`src/rtl/mips_int_pkg.sv`:
```
// Shared types and helpers for the MIPS interrupt controller.
package mips_int_pkg;

   localparam logic [31:0] HANDLER_ADDR_DEF = 32'h0000_0010;

   typedef enum logic [2:0] {
      ST_IDLE,
      ST_WAIT_SAFE,
      ST_ENTER,
      ST_HANDLER,
      ST_RETURN
   } int_state_e;

   // Index of the lowest set bit; 0 when no bit is set.
   function automatic logic [4:0] lowest_set(input logic [31:0] v);
      logic [4:0] idx;
      idx = '0;
      for (int i = 31; i >= 0; i--) begin
         if (v[i]) idx = 5'(i);
      end
      return idx;
   endfunction

endpackage

```
`src/rtl/int_edge_sync.sv`:
```
// Per-bit two-flop synchronizer with rising-edge detection.
module int_edge_sync
   import mips_int_pkg::*;
#(
   parameter int unsigned W = 4
) (
   input  logic         clk,
   input  logic         rst,
   input  logic [W-1:0] d,
   output logic [W-1:0] rise_c
);

   logic [W-1:0] sync1;
   logic [W-1:0] sync2;
   logic [W-1:0] prev;

   always_ff @(posedge clk) begin
      if (!rst) begin
         sync1 <= '0;
         sync2 <= '0;
         prev  <= '0;
      end else begin
         sync1 <= d;
         sync2 <= sync1;
         prev  <= sync2;
      end
   end

   assign rise_c = sync2 & ~prev;

endmodule

```
`src/rtl/mips_int_ctrl.sv`:
```
// Interrupt capture, safe-point entry and ERET return sequencing for the
// pipelined MIPS core.
module mips_int_ctrl
   import mips_int_pkg::*;
#(
   parameter int unsigned NUM_IRQ      = 4,
   parameter logic [31:0] HANDLER_ADDR = HANDLER_ADDR_DEF,
   parameter int unsigned CAUSE_W      = 2
) (
   input  logic               clk,
   input  logic               rst,
   input  logic [NUM_IRQ-1:0] irq_in,
   input  logic               mask_we,
   input  logic [NUM_IRQ-1:0] mask_wdata,
   input  logic               pipe_stall,
   input  logic               commit_valid,
   input  logic [31:0]        commit_pc,
   input  logic               commit_is_branch,
   input  logic               commit_eret,
   output logic               flush,
   output logic               redirect_en,
   output logic [31:0]        redirect_pc,
   output logic [31:0]        epc,
   output logic [CAUSE_W-1:0] cause,
   output logic               in_handler,
   output logic [NUM_IRQ-1:0] pending,
   output logic [NUM_IRQ-1:0] mask
);

   int_state_e         state;
   logic               progress;
   logic [NUM_IRQ-1:0] rise_c;
   logic [NUM_IRQ-1:0] clr_c;
   logic [CAUSE_W-1:0] sel_c;
   logic               eligible_c;
   logic               safe_c;
   logic               ret_c;

   int_edge_sync #(.W(NUM_IRQ)) u_edge_sync (
      .clk    (clk),
      .rst    (rst),
      .d      (irq_in),
      .rise_c (rise_c)
   );

   assign eligible_c = |(pending & mask);
   assign safe_c     = commit_valid & ~pipe_stall & ~commit_is_branch;
   assign ret_c      = commit_valid & commit_eret & ~pipe_stall;
   assign sel_c      = CAUSE_W'(lowest_set(32'(pending & mask)));

   // Pending bit consumed by the entry taken this cycle.
   always_comb begin
      clr_c = '0;
      if (state == ST_WAIT_SAFE && eligible_c && safe_c) begin
         clr_c = NUM_IRQ'(1) << sel_c;
      end
   end

   always_ff @(posedge clk) begin
      if (!rst) begin
         state       <= ST_IDLE;
         progress    <= 1'b1;
         flush       <= 1'b0;
         redirect_en <= 1'b0;
         redirect_pc <= '0;
         epc         <= '0;
         cause       <= '0;
         in_handler  <= 1'b0;
         pending     <= '0;
         mask        <= '1;
      end else begin
         flush       <= 1'b0;
         redirect_en <= 1'b0;
         // A new edge wins over the clear of the same bit.
         pending     <= (pending & ~clr_c) | rise_c;
         if (mask_we) mask <= mask_wdata;

         case (state)
            ST_IDLE: begin
               if (eligible_c && progress) state <= ST_WAIT_SAFE;
               if (commit_valid && !pipe_stall) progress <= 1'b1;
            end
            ST_WAIT_SAFE: begin
               if (!eligible_c) begin
                  state <= ST_IDLE;
               end else if (safe_c) begin
                  state       <= ST_ENTER;
                  epc         <= commit_pc;
                  cause       <= sel_c;
                  flush       <= 1'b1;
                  redirect_en <= 1'b1;
                  redirect_pc <= HANDLER_ADDR;
               end
            end
            ST_ENTER: begin
               state      <= ST_HANDLER;
               in_handler <= 1'b1;
            end
            ST_HANDLER: begin
               if (ret_c) begin
                  state       <= ST_RETURN;
                  in_handler  <= 1'b0;
                  flush       <= 1'b1;
                  redirect_en <= 1'b1;
                  redirect_pc <= epc;
               end
            end
            ST_RETURN: begin
               // Re-entry waits until the instruction at epc has committed.
               progress <= 1'b0;
               state    <= ST_IDLE;
            end
            default: state <= ST_IDLE;
         endcase
      end
   end

endmodule

```
`config.mk`:
```
export PLATFORM = sky130hd
export DESIGN_NAME = mips_int_ctrl
export DESIGN_NICKNAME = d
export VERILOG_FILES = /design/src/rtl/mips_int_pkg.sv /design/src/rtl/int_edge_sync.sv /design/src/rtl/mips_int_ctrl.sv
export SDC_FILE = /design/constraint.sdc
export NUM_CORES = 1
export LEC_CHECK = 0
export CAP_MARGIN = 5
export CORE_AREA = 2 2 95 97
export DETAILED_ROUTE_END_ITERATION = 10
export DIE_AREA = 0 0 97 99
export GPL_TIMING_DRIVEN = 0
export HOLD_SLACK_MARGIN = 0.08
export MAX_ROUTING_LAYER = met4
export PLACE_DENSITY = 0.73
export SYNTH_ARGS = -nofsm -noshare
export SYNTH_HDL_FRONTEND = slang
export SYNTH_SLANG_ARGS = --single-unit
```
`constraint.sdc`:
```
create_clock -name clk -period 1.55 [get_ports clk]
set_clock_uncertainty 0.15 [all_clocks]
set_input_delay 0.2325 -clock clk [delete_from_list [all_inputs] [get_ports clk]]
set_output_delay 0.2325 -clock clk [all_outputs]
set_load 0.01 [all_outputs]
```
==> impl_metrics.sql, run 1 <==
INSERT INTO impl_metrics (metric_group, metric, value, unit) VALUES
('power_and_ir_drop', 'power.sequential.fraction', '48.5', '%'),
('logic_synthesis', 'mappedNetlistNets', '439', ''),
('logic_synthesis', 'synth.top_cells.by_count', 'sky130_fd_sc_hd__nand2_1 (105), sky130_fd_sc_hd__dfxtp_1 (92), sky130_fd_sc_hd__a21oi_1 (68)', ''),
('cts', 'cts_tree', 'done', ''),
('critical_path', 'cp_num_buf_inv', '3', ''),
('critical_path', 'critical_path.top_delay_family', 'buffers and inverters', ''),
('cts', 'clock_sink_count', '92', ''),
('logic_synthesis', 'synth.top_cell.area_share', '54.9', '%'),
('grt', 'via_count_of_the_first_global_routing_pass', '3182', ''),
('critical_path', 'cp_cell_sequence', 'nor3b_4, buf_6, o211ai_4, buf_6, buf_4, a2111oi_4', ''),
('logic_synthesis', 'synth.ff_latch_count', '92', ''),
('logic_synthesis', 'synth_most_common_cell', 'sky130_fd_sc_hd__nand2_1', ''),
('logic_synthesis', 'ys.warnings.count', '0', ''),
('grt', 'busiest_layer', 'met2', ''),
('power_and_ir_drop', 'swShare', '26.5', '%'),
('logic_synthesis', 'post_synth_fa_ha_maj_area_fraction', '0', '%'),
('logic_synthesis', 'synth-xor-area-share', '0', '%'),
('sta', 'postLayoutSetupSlackWorst', '-161', 'ps'),
('sta', 'rsz_0062_raised_after_global_routing', 'true', ''),
('cts', 'cts.reportedPaths.clkPinSlew', '90', 'ps'),
('critical_path', 'critical_path.reg2reg.startpoint', 'state[0]', ''),
('sta', 'min_period', '1710', 'ps'),
('sta', 'timing.slew.headroom', '56.4', '%'),
('routing', 'routed_wire_length_per_instance', '15.4', 'um'),
('critical_path', 'end_kind', 'flip-flop', ''),
('finish', 'final_nets', '602', ''),
('sta', 'finalHoldViolations', '0', ''),
('logic_synthesis', 'asyncSetResetFlopFracSynth', '0', '%'),
('place', 'gp_congestion', '0.922', ''),
('logic_synthesis', 'synth_area', '3360', 'um2'),
('routing', 'remaining_drc_errors', '0', ''),
('sta', 'setup_violations', '74', ''),
('floorplan', 'x_dimension_of_the_die', '97', 'um'),
('critical_path', 'timing.critical_path.mode_cell', 'sky130_fd_sc_hd__buf_6', ''),
('grt', 'total_gr_overflow', '0', ''),
('critical_path', 'worst_ep_required', '1670', 'ps'),
('logic_synthesis', 'multiplexer_fraction_of_the_synthesized_cell_area', '1.19', '%'),
('place', 'pre_cts_ws', '-575', 'ps'),
('min_path', 'timing.hold.worst.class', 'in2reg', ''),
('critical_path', 'worstPathArrival', '1830', 'ps'),
('grt', 'wire_length_of_the_first_global_routing_pass', '15400', 'um'),
('logic_synthesis', 'synth_top_family_by_area', 'simple AND/OR/NAND/NOR gates', ''),
('critical_path', 'startpoint_of_the_most_critical_setup_path', 'state[0]', ''),
('finish', 'final_layout_size_suffix_gt1_share', '22.5', '%'),
('logic_synthesis', 'synth_compound_gate_area_share', '15.6', '%'),
('status', 'violations', 'setup timing', ''),
('routing', 'detailroute.via_count', '3377', ''),
('routing', 'routed_wl', '10300', 'um'),
('cts', 'postCtsHoldBufs', '0', ''),
('power_and_ir_drop', 'static-leakage-power', '2.30', 'nW'),
('grt', 'grt_max_degree', '17', ''),
('logic_synthesis', 'syn_inst', '392', ''),
('power_and_ir_drop', 'power.net_switching', '1.39', 'mW'),
('place', 'dpl.hpwl', '6740', 'um'),
('status', 'run_status', 'complete, but fails checks', ''),
('power_and_ir_drop', 'power.density', '953', 'nW/um2'),
('floorplan', 'core_area', '8550', 'um2'),
('logic_synthesis', 'synth-edff-count', '0', ''),
('critical_path', 'largest_driver_fanout_on_the_critical_path', '8', ''),
('routing', 'number_of_drc_violations_after_detailed_routing_iteration_0', '105', ''),
('grt', 'gr-usage-all-layers', '20.7', '%'),
('routing', 'ant_nets', '0', ''),
('grt', 'global_route.usage.met2', '34.9', '%'),
('sta', 'upper_clock_frequency_limit', '584', 'MHz'),
('min_path', 'timing.hold.worst.start', 'mask_we', ''),
('cts', 'clk_root_buffer_cell', 'sky130_fd_sc_hd__clkbuf_8', ''),
('power_and_ir_drop', 'fin_total_pwr', '5.24', 'mW'),
('place', 'buffer_ports.inserted', '122', ''),
('sta', 'maxSlewViolCount', '0', ''),
('critical_path', 'cp_slowest_cell', 'sky130_fd_sc_hd__dfxtp_4', ''),
('floorplan', 'die_area', '9600', 'um2');
==> layout make-up <==
| type | count | area, um2 |
|---|---|---|
| fill | 727 | 3050 |
| sequential | 92 | 1870 |
| clock inverter | 7 | 97.6 |
| multi-input combinational | 268 | 1620 |
| timing repair buffer | 153 | 1440 |
| tap | 108 | 135 |
| buffer | 27 | 194 |
| clock buffer | 9 | 124 |
| inverter | 4 | 15.0 |
==> sequential cells by signal, indices dropped and copies added (netlist names) <==
signal and flops:
mask 4, epc 32, redirect_pc 32, u_edge_sync.sync1 4, state 3, in_handler 1, u_edge_sync.prev 4, redirect_en 1
pending 4, cause 2, progress 1, u_edge_sync.sync2 4
==> metrics by stage <==
step           hold slack (ps)  utilization (%)  std cells  area, um2  setup TNS [ps]
4_1_cts                   94.6             60.5        656       5170           -4610
6_report                   105             64.3        668       5500           -5850
3_5_place_dp               269             55.1        622       4710          -36150
3_3_place_gp               265             55.1        622       4710          -33950
2_1_floorplan              210                -        392       3360               0
5_1_grt                    126             64.3        668       5500          -13120
==> cell families after synthesis <==
logic type	count (synthesis)
AND/OR/NAND/NOR	174
buffers and inverters	32
AO/OA/AOI/OAI	90
flip-flops	92
multiplexers	4
==> per-layer routing <==
metal,vias to the layer above,part of all wire [%]
li1,1655,-
met1,1585,43
met2,119,49
met3,18,5.6
met4,0,2.1
met5,-,0
==> tightest hold or removal path: stages <==
cell and delay, ps:
sky130_fd_sc_hd__clkbuf_1 150, sky130_fd_sc_hd__mux2i_1 150, sky130_fd_sc_hd__nand2_1 60
==> power by group through the flow <==
stage / Sequential [mW] / Combinational (mW) / Clock [mW]
final: 2.54 / 0.902 / 1.79
after CTS: 2.53 / 0.710 / 1.81
after global routing: 2.55 / 0.951 / 1.90
after global placement: 2.57 / 0.583 / 0
after floorplan: 2.57 / 0.320 / 0
after detailed placement: 2.57 / 0.598 / 0
==> cells in the final DEF (no fill, tap or decap), types with 4 or more instances in the layout <==
cell	instances
sky130_fd_sc_hd__buf_6	15
sky130_fd_sc_hd__a21oi_1	54
sky130_fd_sc_hd__a21oi_2	14
sky130_fd_sc_hd__dlygate4sd2_1	76
sky130_fd_sc_hd__dfxtp_4	5
sky130_fd_sc_hd__buf_2	6
sky130_fd_sc_hd__dfxtp_1	80
sky130_fd_sc_hd__mux2i_1	4
sky130_fd_sc_hd__clkbuf_1	10
sky130_fd_sc_hd__buf_4	21
sky130_fd_sc_hd__clkbuf_8	9
sky130_fd_sc_hd__and2_1	14
sky130_fd_sc_hd__nand2b_1	5
sky130_fd_sc_hd__nand2_1	100
sky130_fd_sc_hd__nand3_2	7
sky130_fd_sc_hd__dfxtp_2	7
sky130_fd_sc_hd__clkdlybuf4s50_1	42
sky130_fd_sc_hd__nand3_1	24
==> final timing paths <==
check | to | slack [ps] | depth (start not counted)
worst min-delay path | mask[1] | 100 | 3
worst max-delay path | redirect_en | -160 | 6
worst min register to register | u_edge_sync.sync2[2] | 290 | 1
worst max register to register | redirect_en | -160 | 6
==> timing repair <==
item | in CTS | in global routing
setup endpoints to repair | 149 | 75
gates cloned | 1 | 1
buffers inserted | 18 | 11
endpoints found under the hold margin | 0 | 0
gates resized for setup | 132 | 51
pin swaps | 17 | 21
(Power assumes the default switching activity.)
==> run 2: changes to the inputs <==
--- a/config.mk
+++ b/config.mk
@@ -10,7 +10,7 @@
 export DETAILED_ROUTE_END_ITERATION = 10
 export DIE_AREA = 0 0 97 99
 export GPL_TIMING_DRIVEN = 0
-export HOLD_SLACK_MARGIN = 0.08
+export HOLD_SLACK_MARGIN = 0.02
 export MAX_ROUTING_LAYER = met4
 export PLACE_DENSITY = 0.73
 export SYNTH_ARGS = -nofsm -noshare
==> results of run 2 <==
The final DEF is identical to that of run 1; final timing and power are the same.
==> run 3: changes to the inputs <==
--- a/config.mk
+++ b/config.mk
@@ -9,7 +9,7 @@
 export CORE_AREA = 2 2 95 97
 export DETAILED_ROUTE_END_ITERATION = 10
 export DIE_AREA = 0 0 97 99
-export GPL_TIMING_DRIVEN = 0
+export GPL_TIMING_DRIVEN = 1
 export HOLD_SLACK_MARGIN = 0.02
 export MAX_ROUTING_LAYER = met4
 export PLACE_DENSITY = 0.73
==> run 3 against run 2 <==
  * Largest power group unchanged
  * Core utilization rose by 5.7 points
  * Cell count rose by 2.5%
  * Critical path type unchanged
  * Wire length rose by 10%
  * The flow still finishes with violations (setup timing)
==> impl_metrics.sql, run 3 (same netlist as run 1, synthesis figures left out) <==
INSERT INTO impl_metrics (metric_group, metric, value, unit) VALUES
('cts', 'h_tree_lvls', '3', ''),
('routing', 'detailroute.via_count', '3530', ''),
('critical_path', 'end_kind', 'flip-flop', ''),
('routing', 'met3_length', '462', 'um'),
('routing', 'routed_via_density', '5.15', ''),
('grt', 'grt_antenna_before_repair', '0', ''),
('sta', 'postLayoutSetupSlackWorst', '-153', 'ps'),
('place', 'pre_cts_ws', '-334', 'ps'),
('routing', 'routed_wire_length_per_instance', '16.5', 'um'),
('routing', 'm1_wire_length', '4770', 'um'),
('sta', 'min_period', '1700', 'ps'),
('cts', 'clk_root_buffer_cell', 'sky130_fd_sc_hd__clkbuf_8', ''),
('finish', 'layout.cells.most_common_list', 'sky130_fd_sc_hd__dfxtp_1 (81), sky130_fd_sc_hd__nand2_1 (78), sky130_fd_sc_hd__dlygate4sd2_1 (72)', ''),
('finish', 'layout.core_utilization', '70.0', '%'),
('finish', 'insertedDiodeCount', '0', ''),
('power_and_ir_drop', 'share_clk_of_total_power', '28.9', '%'),
('min_path', 'timing.hold.worst.class', 'in2reg', ''),
('place', 'gp_congestion', '0.831', ''),
('grt', 'grt_max_degree', '49', ''),
('place', 'dpl.cell_count', '634', ''),
('routing', 'detail_route.first_pass.iterations', '4', ''),
('finish', 'mostFrequentLayoutCell', 'sky130_fd_sc_hd__dfxtp_1', ''),
('power_and_ir_drop', 'swShare', '28.0', '%'),
('cts', 'clock_sink_count', '92', ''),
('floorplan', 'die_area', '9600', 'um2'),
('routing', 'number_of_drc_violations_after_detailed_routing_iteration_0', '162', ''),
('flow_run', 'max_cap_violations', '0', ''),
('power_and_ir_drop', 'combPwrFrac', '22.4', '%'),
('sta', 'finalHoldViolations', '0', ''),
('grt', 'gr-usage-all-layers', '21.5', '%'),
('grt', 'total_gr_overflow', '0', ''),
('critical_path', 'cp_cell_sequence', 'a22o_4, o211ai_4, buf_12, buf_12, buf_16, nand2_2, a21oi_2', ''),
('grt', 'wire_length_of_the_first_global_routing_pass', '16300', 'um'),
('power_and_ir_drop', 'power.sequential.fraction', '48.7', '%'),
('place', 'dpl.hpwl', '6430', 'um'),
('floorplan', 'num_rows', '34', ''),
('routing', 'detailroute.wirelength.met2', '5770', 'um'),
('sta', 'hold-worst-slack', '272', 'ps'),
('floorplan', 'effective_utilization_at_floorplan', '39.3', '%'),
('finish', 'final_layout_size_suffix_gt1_share', '35.0', '%'),
('power_and_ir_drop', 'fin_total_pwr', '5.14', 'mW'),
('critical_path', 'timing.critical_path.mode_cell', 'sky130_fd_sc_hd__buf_12', ''),
('critical_path', 'worst_ep_required', '1690', 'ps'),
('floorplan', 'chipHeight', '99', 'um'),
('status', 'run_status', 'complete, but fails checks', ''),
('finish', 'layout.cell_area.non_filler', '5990', 'um2'),
('routing', 'ant_nets', '0', ''),
('floorplan', 'ios', '124', ''),
('critical_path', 'critical_path_class', 'reg2reg', ''),
('sta', 'rsz_0062_raised_after_global_routing', 'true', ''),
('floorplan', 'x_dimension_of_the_die', '97', 'um'),
('power_and_ir_drop', 'vdd_drop_max', '614', 'uV'),
('cts', 'cts_made_buffers', '9', ''),
('status', 'violations', 'setup timing', ''),
('place', 'instance_area_at_placement', '4930', 'um2'),
('grt', 'via_count_of_the_first_global_routing_pass', '3414', ''),
('finish', 'final_nets', '619', ''),
('finish', 'filler_cell_count', '641', ''),
('sta', 'setup_violations', '72', ''),
('floorplan', 'core_area', '8550', 'um2'),
('place', 'buffer_ports.inserted', '123', ''),
('sta', 'finalSetupTns', '-6490', 'ps'),
('critical_path', 'max_stage_delay', '370', 'ps'),
('routing', 'routed_wl', '11300', 'um'),
('cts', 'insertion_delay', '350', 'ps'),
('sta', 'upper_clock_frequency_limit', '587', 'MHz'),
('critical_path', 'worstPathArrival', '1840', 'ps'),
('cts', 'cts.reportedPaths.clkPinSlew', '100', 'ps'),
('routing', 'highest_layer', 'met4', ''),
('finish', 'reg_top3', 'epc x32, redirect_pc x32', ''),
('routing', 'remaining_drc_errors', '0', ''),
('sta', 'timing.slew.headroom', '77.9', '%'),
('critical_path', 'cp_slowest_cell', 'sky130_fd_sc_hd__dfxtp_4', ''),
('power_and_ir_drop', 'power.density', '859', 'nW/um2'),
('critical_path', 'largest_driver_fanout_on_the_critical_path', '7', ''),
('critical_path', 'critical_path.startpoint_type', 'flip-flop', ''),
('cts', 'cts_buffer_depth', '2', ''),
('power_and_ir_drop', 'static-leakage-power', '2.50', 'nW'),
('sta', 'worst_slew_pin_slew', '331', 'ps'),
('finish', 'fin_cells', '685', ''),
('sta', 'maxSlewViolCount', '0', ''),
('cts', 'cts_tree', 'done', ''),
('finish', 'flow.area_growth_from_synthesis', '78.3', '%'),
('power_and_ir_drop', 'p_int', '3.70', 'mW'),
('power_and_ir_drop', 'power.net_switching', '1.44', 'mW'),
('sta', 'post-route-period-util', '110', '%');
run 3: cell count changes in the layout (fill, tap and decap cells not counted), sizes merged, moves of 2 or more:
cell / delta
buf: +26
clkbuf: -4
dlygate4sd2: -4
bufinv: -2
run 3: power by group through the flow:
stage                     Clock (mW)  Sequential [mW]  Combinational, mW
after floorplan                    0             2.57              0.320
after global placement             0             2.54              0.771
after detailed placement           0             2.55              0.791
after CTS                       1.51             2.50               1.02
after global routing            1.61             2.51               1.22
final                           1.49             2.51               1.15
run 3: timing repair:
| action | CTS | global route |
|---|---|---|
| buffers inserted | 21 | 6 |
| pin swaps | 42 | 58 |
| resized for setup | 146 | 88 |
| endpoints found under the hold margin | 0 | 0 |
| endpoints found under the setup margin | 147 | 76 |
| hold buffers | 0 | 0 |
| gates cloned | 5 | 5 |
run 3: metal layers:
layer  vias up  GRT usage [%]
li1       1689              -
met1      1707           23.8
met2       109           37.7
met3        25           4.11
met4         0           9.10
met5         -              -
run 3: layout make-up:
class                      count  area [um2]  area share, %
tap                          108         135           2.26
multi-input combinational    268        1840           30.7
timing repair buffer         197        1970           32.8
clock buffer                  11         141           2.36
clock inverter                 5        36.3          0.606
sequential                    92        1860           31.0
inverter                       4        15.0          0.251
run 3: final timing paths:
path / slack, ps / startpoint / cells past startpoint / to
min reg2reg: 290 / u_edge_sync.sync1[2] / 1 / u_edge_sync.sync2[2]
max reg2reg: -150 / pending[1] / 7 / epc[4]
min: 270 / commit_pc[6] / 3 / epc[6]
max: -150 / pending[1] / 7 / epc[4]
run 3: worst max-delay path, delay by kind of cell (launching register included):
family | cells | cell delay, ps
DFF | 1 | 370
and+or+nand+nor | 1 | 60
buffers and inverters | 3 | 410
AOI/OAI and AO/OA | 3 | 640
==> patch 1: new RTL, flow settings as in run 2 <==
Change the parameter `CAUSE_W` from 2 to 4.
--- a/src/rtl/mips_int_ctrl.sv
+++ b/src/rtl/mips_int_ctrl.sv
@@ -6,5 +6,5 @@
    parameter int unsigned NUM_IRQ      = 4,
    parameter logic [31:0] HANDLER_ADDR = HANDLER_ADDR_DEF,
-   parameter int unsigned CAUSE_W      = 2
+   parameter int unsigned CAUSE_W      = 4
 ) (
    input  logic               clk,
Ports: changed (resized cause); port bits go from 124 to 126. The function was not compared with the original's and may differ.
==> patch 1 against run 2 <==
The run still ends with setup timing left; total power decreased by 10%; core utilization increased by 0.95 points; largest power group unchanged; critical endpoint is now state[1]$_SDFFE_PN0P_; cell area increased by 1.5%; global-route usage increased by 0.31 points; sequential cell count unchanged; setup slack got worse by 0.0058 ns; wire length decreased by 0.72%; critical path type unchanged; area after synthesis decreased by 4.9%; critical path depth increased by 1; sequential power decreased by 5%.
==> patch 1: results (changes against run 2) <==
Routing
The met3 routed wirelength is 423 µm (was 570 µm). The average wire per cell in the routed design came to 16.8 µm (was 15.4 µm). The sum of routed wire segments on met1 is 4150 µm (was 4420 µm).

The total length of routed wires was 10200 µm (was 10300 µm). The vias after detailed routing is 3035 (was 3377).

Power
The power dissipated by switching net loads came to 1090 µW (was 1390 µW). The part of the total power dissipated in the clock network was 38.9% (was 34.3%). The power per cell area was 843 nW/µm² (was 953 nW/µm²). The worst vdd rail ir drop was 539 µV (was 563 µV). The static leakage is 0.00256 µW (was 0.00230 µW).

Worst setup path
The data arrival time of the worst path is 1.79 ns (was 1.83 ns). The depth of the most critical reg-to-reg path is 7 (was 6). The peak fanout along the critical path is 7 (was 8). The reg-to-reg critical path startpoint is pending[3]$_SDFF_PN0_ (was state[0]$_SDFFE_PN0P_).

Yosys
The mean post-synth cell area was 9.70 µm² (was 8.56 µm²). The count of distinct cell types in the synthesized netlist is 33 (was 38). Top cells by area in the synthesized netlist: dfxtp_1 (58%), a22o_1 (9.1%), nand2_1 (8.9%), a21oi_1 (6.1%), and2_1 (2.5%) (was dfxtp_1 (55%), nand2_1 (12%), a21oi_1 (10%), nand3_1 (4.9%), and2_1 (2.6%)).

The fraction of registers with async set/reset is 0% (unchanged). Commonest cells in the synthesized netlist: dfxtp_1 (92), nand2_1 (76), a21oi_1 (39), a22o_1 (33), and2_1 (13) (was nand2_1 (105), dfxtp_1 (92), a21oi_1 (68), nand3_1 (33), and2_1 (14)).

Timing
The final worst setup slack is -0.167 ns (was -0.161 ns). The sum of negative setup slack was -6.63 ns (was -5.85 ns). The tightest hold margin came to 0.0831 ns (was 0.105 ns). The final count of negative-setup-slack endpoints was 67 (was 74).

GRT
The overall global routing resource usage is 21.0% (was 20.7%). The via count of the first global-routing pass is 3119 (was 3182). The met3 usage was 4.40% (was 4.54%). The global-route track usage on met2 is 36.9% (was 34.9%).

Placement
The number of placed instances, taps included was 560 (was 622). The placer's final routability congestion estimate is 0.844 (was 0.922). The half-perimeter wire length of the detailed placement result was 6170 µm (was 6740 µm). The post-placement setup slack is -0.667 ns (was -0.575 ns). The post-placement cell area is 4570 µm² (was 4710 µm²).

Finish
The count of nets after finishing is 540 (was 602). The area taken by flip-flops and latches is 1860 µm² (was 1870 µm²). The fraction of final layout cells with drive strength greater than 1 came to 31.9% (was 22.5%). The number of inserted filler cells in the final layout was 675 (was 727).

Run status
Failing checks: setup timing (unchanged). Result of the run: finished with violations (unchanged).

Clock network
The buffers inserted during post-CTS setup optimization came to 19 (was 18). The number of gates resized after CTS is 185 (was 132).
==> patch 1: changes by cell type in the layout (fill, tap and decap cells not counted), sizes merged, moves of 3 or more <==
cell and change:
o21ai +3, nand2 -29, a22o +31, a21oi -29
nand3 -29, nor3 -3, o41ai +3
==> patch 1: logic make-up after synthesis <==
kind of cell / count (synthesis) / synth area share, %
and+or+nand+nor: 111 / 15.7
DFF: 92 / 57.7
buffers and inverters: 31 / 5.57
muxes: 3 / 0.941
other: 1 / 0.117
AOI/OAI and AO/OA: 91 / 20.0
==> patch 1: worst max-delay path, cell delays in order, from the launching register on <==
cell     delay (ns)
dfxtp_4        0.36
a22o_4         0.27
buf_6          0.13
o211a_1        0.23
buf_12         0.16
buf_8          0.13
a21oi_2        0.10
nor2_1         0.04
==> patch 1: final cells by class <==
cell class	count	area share [%]
Inverter	5	0.336
Buffer	24	4.60
Clock buffer	10	2.47
Tap cell	108	2.42
Sequential cell	92	33.4
Multi-Input combinational cell	207	28.1
Clock inverter	6	1.70
Timing Repair Buffer	154	27.0
==> patch 2: new RTL, config.mk and constraints of run 2 <==
Without the edit above. Put one more register stage on the output `redirect_pc`. The value now appears one clock later. The other outputs are not delayed to match.
--- a/src/rtl/mips_int_ctrl.sv
+++ b/src/rtl/mips_int_ctrl.sv
@@ -27,4 +27,6 @@
    output logic [NUM_IRQ-1:0] mask
 );
+
+   logic [31:0] redirect_pc_s0;
 
    int_state_e         state;
@@ -63,5 +65,5 @@
          flush       <= 1'b0;
          redirect_en <= 1'b0;
-         redirect_pc <= '0;
+         redirect_pc_s0 <= '0;
          epc         <= '0;
          cause       <= '0;
@@ -90,5 +92,5 @@
                   flush       <= 1'b1;
                   redirect_en <= 1'b1;
-                  redirect_pc <= HANDLER_ADDR;
+                  redirect_pc_s0 <= HANDLER_ADDR;
                end
             end
@@ -103,5 +105,5 @@
                   flush       <= 1'b1;
                   redirect_en <= 1'b1;
-                  redirect_pc <= epc;
+                  redirect_pc_s0 <= epc;
                end
             end
@@ -116,4 +118,8 @@
    end
 
+   always_ff @(posedge clk) begin
+      redirect_pc <= redirect_pc_s0;
+   end
+
 endmodule
 
Formal check against the unedited RTL: not equivalent (a bounded check fails within 10 cycles, from zero or initial values and one cycle with rst low).
==> patch 2 against run 2 <==
The flow still finishes with violations (setup timing); wire length up 19%; sequential cell count up 32; via count up 9.7%; fmax up 0.36%; area after synthesis up 19%; cell area up 22%; sequential share of layout area up 3.4 points; setup slack better by 0.0062 ns; highest routed layer unchanged; count of clock-buffer cells in the layout up 9.
Power is not compared: it rests on default switching activity, and its combinational part moved more than twofold at a synthesized area within 25%.
==> patch 2: results (changes against run 2) <==
Routing
The sum of routed wire segments on met1 is 5110 µm (was 4420 µm). The number of optimization iterations in the first detailed-route pass was 5 (was 4). The total length of routed met2 wires is 6260 µm (was 5050 µm).

The met3 routed wirelength is 652 µm (was 570 µm). The iteration-0 DRC count of the detailed router is 193 (was 105). The routed via count divided by cell count came to 5.32 (was 5.06).

Worst setup path
The depth of the most critical reg-to-reg path is 7 (was 6). The peak fanout along the critical path is 5 (was 8). The data arrival time of the worst path is 1.97 ns (was 1.83 ns). The capture instance of the worst register-to-register path is redirect_pc_s0[12]$_SDFFE_PN0P_ (was redirect_en$_SDFF_PN0_). The reg-to-reg critical path startpoint is pending[0]$_SDFF_PN0_ (was state[0]$_SDFFE_PN0P_).

Yosys
Commonest cells in the synthesized netlist: dfxtp_1 (124), o21ai_0 (54), nand2_1 (49), nand3_1 (35), nand4_1 (33) (was nand2_1 (105), dfxtp_1 (92), a21oi_1 (68), nand3_1 (33), and2_1 (14)). The sequential fraction of the synthesis area is 61.9% (was 54.9%). Top cells by area in the synthesized netlist: dfxtp_1 (62%), o21ai_0 (6.7%), nand4_1 (5.2%), nand2_1 (4.6%), nand3_1 (4.4%) (was dfxtp_1 (55%), nand2_1 (12%), a21oi_1 (10%), nand3_1 (4.9%), and2_1 (2.6%)). The number of nets in the synthesized netlist is 443 (was 439). The portion of netlist area occupied by mux cells is 0.999% (was 1.19%). The complex-gate fraction of the synthesized area is 13.0% (was 15.6%). The fraction of registers with async set/reset came to 0% (unchanged). The number of cells produced by synthesis is 396 (was 392).

Timing
The final count of negative-setup-slack endpoints is 66 (was 74). The final worst setup slack was -0.155 ns (was -0.161 ns). The tightest hold margin is 0.137 ns (was 0.105 ns). The sum of negative setup slack came to -5.95 ns (was -5.85 ns). The relative slew slack was 65.1% (was 56.4%).

Finish
The fraction of final layout cells with drive strength greater than 1 is 31.5% (was 22.5%). The count of nets after finishing is 623 (was 602). Leading registers by flop count: epc (32), redirect_pc (32), redirect_pc_s0 (32) (was epc (32), redirect_pc (32)).

GRT
The wire length of the first global-routing pass is 19000 µm (was 15400 µm). The via count of the first global-routing pass is 3818 (was 3182). The overall global routing resource usage is 25.6% (was 20.7%).

Hold path
The end point of the worst hold path is cause[1]$_SDFFE_PN0P_ (was mask[1]$_SDFFE_PN1P_).

Run status
Failing checks: setup timing (unchanged). Result of the run: finished with violations (unchanged).

Placement
The post-placement cell area is 5360 µm² (was 4710 µm²). The number of buffers inserted by port buffering is 121 (was 122). The post-placement setup slack was -0.685 ns (was -0.575 ns). The placer's final routability congestion estimate is 0.792 (was 0.922).

Clock network
The TritonCTS buffer count is 17 (was 9). The deepest level of the CTS H-tree was 4 (was 3).
==> patch 2: cell count changes after synthesis, moves of 4 or more <==
cell / run 2 / this run
nand2b_1: 5 / 1
buf_4: 6 / 2
o21ai_0: 1 / 54
nand2_1: 105 / 49
dfxtp_1: 92 / 124
nand4_1: 1 / 33
and2_1: 14 / 10
a21oi_1: 68 / 7
o21ai_2: 0 / 9
nor3_1: 4 / 0
==> patch 2: worst max-delay path, stage by stage (launching register included) <==
cell and delay (ns):
dfxtp_4 0.37, a22o_4 0.23, buf_6 0.12, o211ai_4 0.23, buf_6 0.16, buf_6 0.11, nand4_1 0.09, o21ai_1 0.16
==> patch 2: kinds of logic (layout without fill, tap and decap cells) <==
group / Yosys count / count (layout)
buffers and inverters: 39 / 231
multiplexers: 4 / 4
flip-flops: 124 / 124
AO/OA/AOI/OAI: 86 / 86
AND/OR/NAND/NOR: 143 / 143
==> patch 2: layout make-up <==
class                   instances  area [µm²]
flip-flops and latches        124        2510
well taps                     108         135
plain buffers                  32         265
inverters                       7        26.3
clock buffers                  18         418
multi-input cells             233        1650
repair buffers                161        1560
clock inverters                13         145
fillers                       534        1850
==> patch 2: worst max-delay path by stage <==
stage | start | end | slack [ns]
after floorplan | mask[3]$_SDFFE_PN1P_ | state[1]$_SDFFE_PN0P_ | -0.00008
after global placement | commit_is_branch | redirect_pc_s0[7]$_SDFFE_PN0P_ | -0.62
after detailed placement | commit_is_branch | redirect_pc_s0[5]$_SDFFE_PN0P_ | -0.68
after CTS | state[1]$_SDFFE_PN0P_ | epc[7]$_SDFFE_PN0P_ | -0.14
after global routing | mask[1]$_SDFFE_PN1P_ | redirect_pc_s0[20]$_SDFFE_PN0P_ | -0.20
final | pending[0]$_SDFF_PN0_ | redirect_pc_s0[12]$_SDFFE_PN0P_ | -0.15
==> patch 2: what timing repair did <==
item                       4_1_cts  5_1_grt
setup endpoints to repair      146       82
hold endpoints to repair         4        0
resized for setup              229       59
hold buffers                     1        0
pin swaps                       37       35
gates cloned                     6        3
setup buffers                   23       13
==> patch 2: where the power goes <==
group          total (µW)  internal, µW  leakage (µW)  switching, µW
registers            3240          3220       0.00101           25.2
clock network        3720          2290      0.000268           1430
logic                 418           219       0.00153            199
==> patch 2: layer usage <==
| layer | vias up | global-route usage [%] |
|---|---|---|
| met4 | 0 | 7.80 |
| met5 | - | - |
| met2 | 146 | 44.0 |
| met1 | 1772 | 29.3 |
| li1 | 1765 | - |
| met3 | 22 | 7.02 |
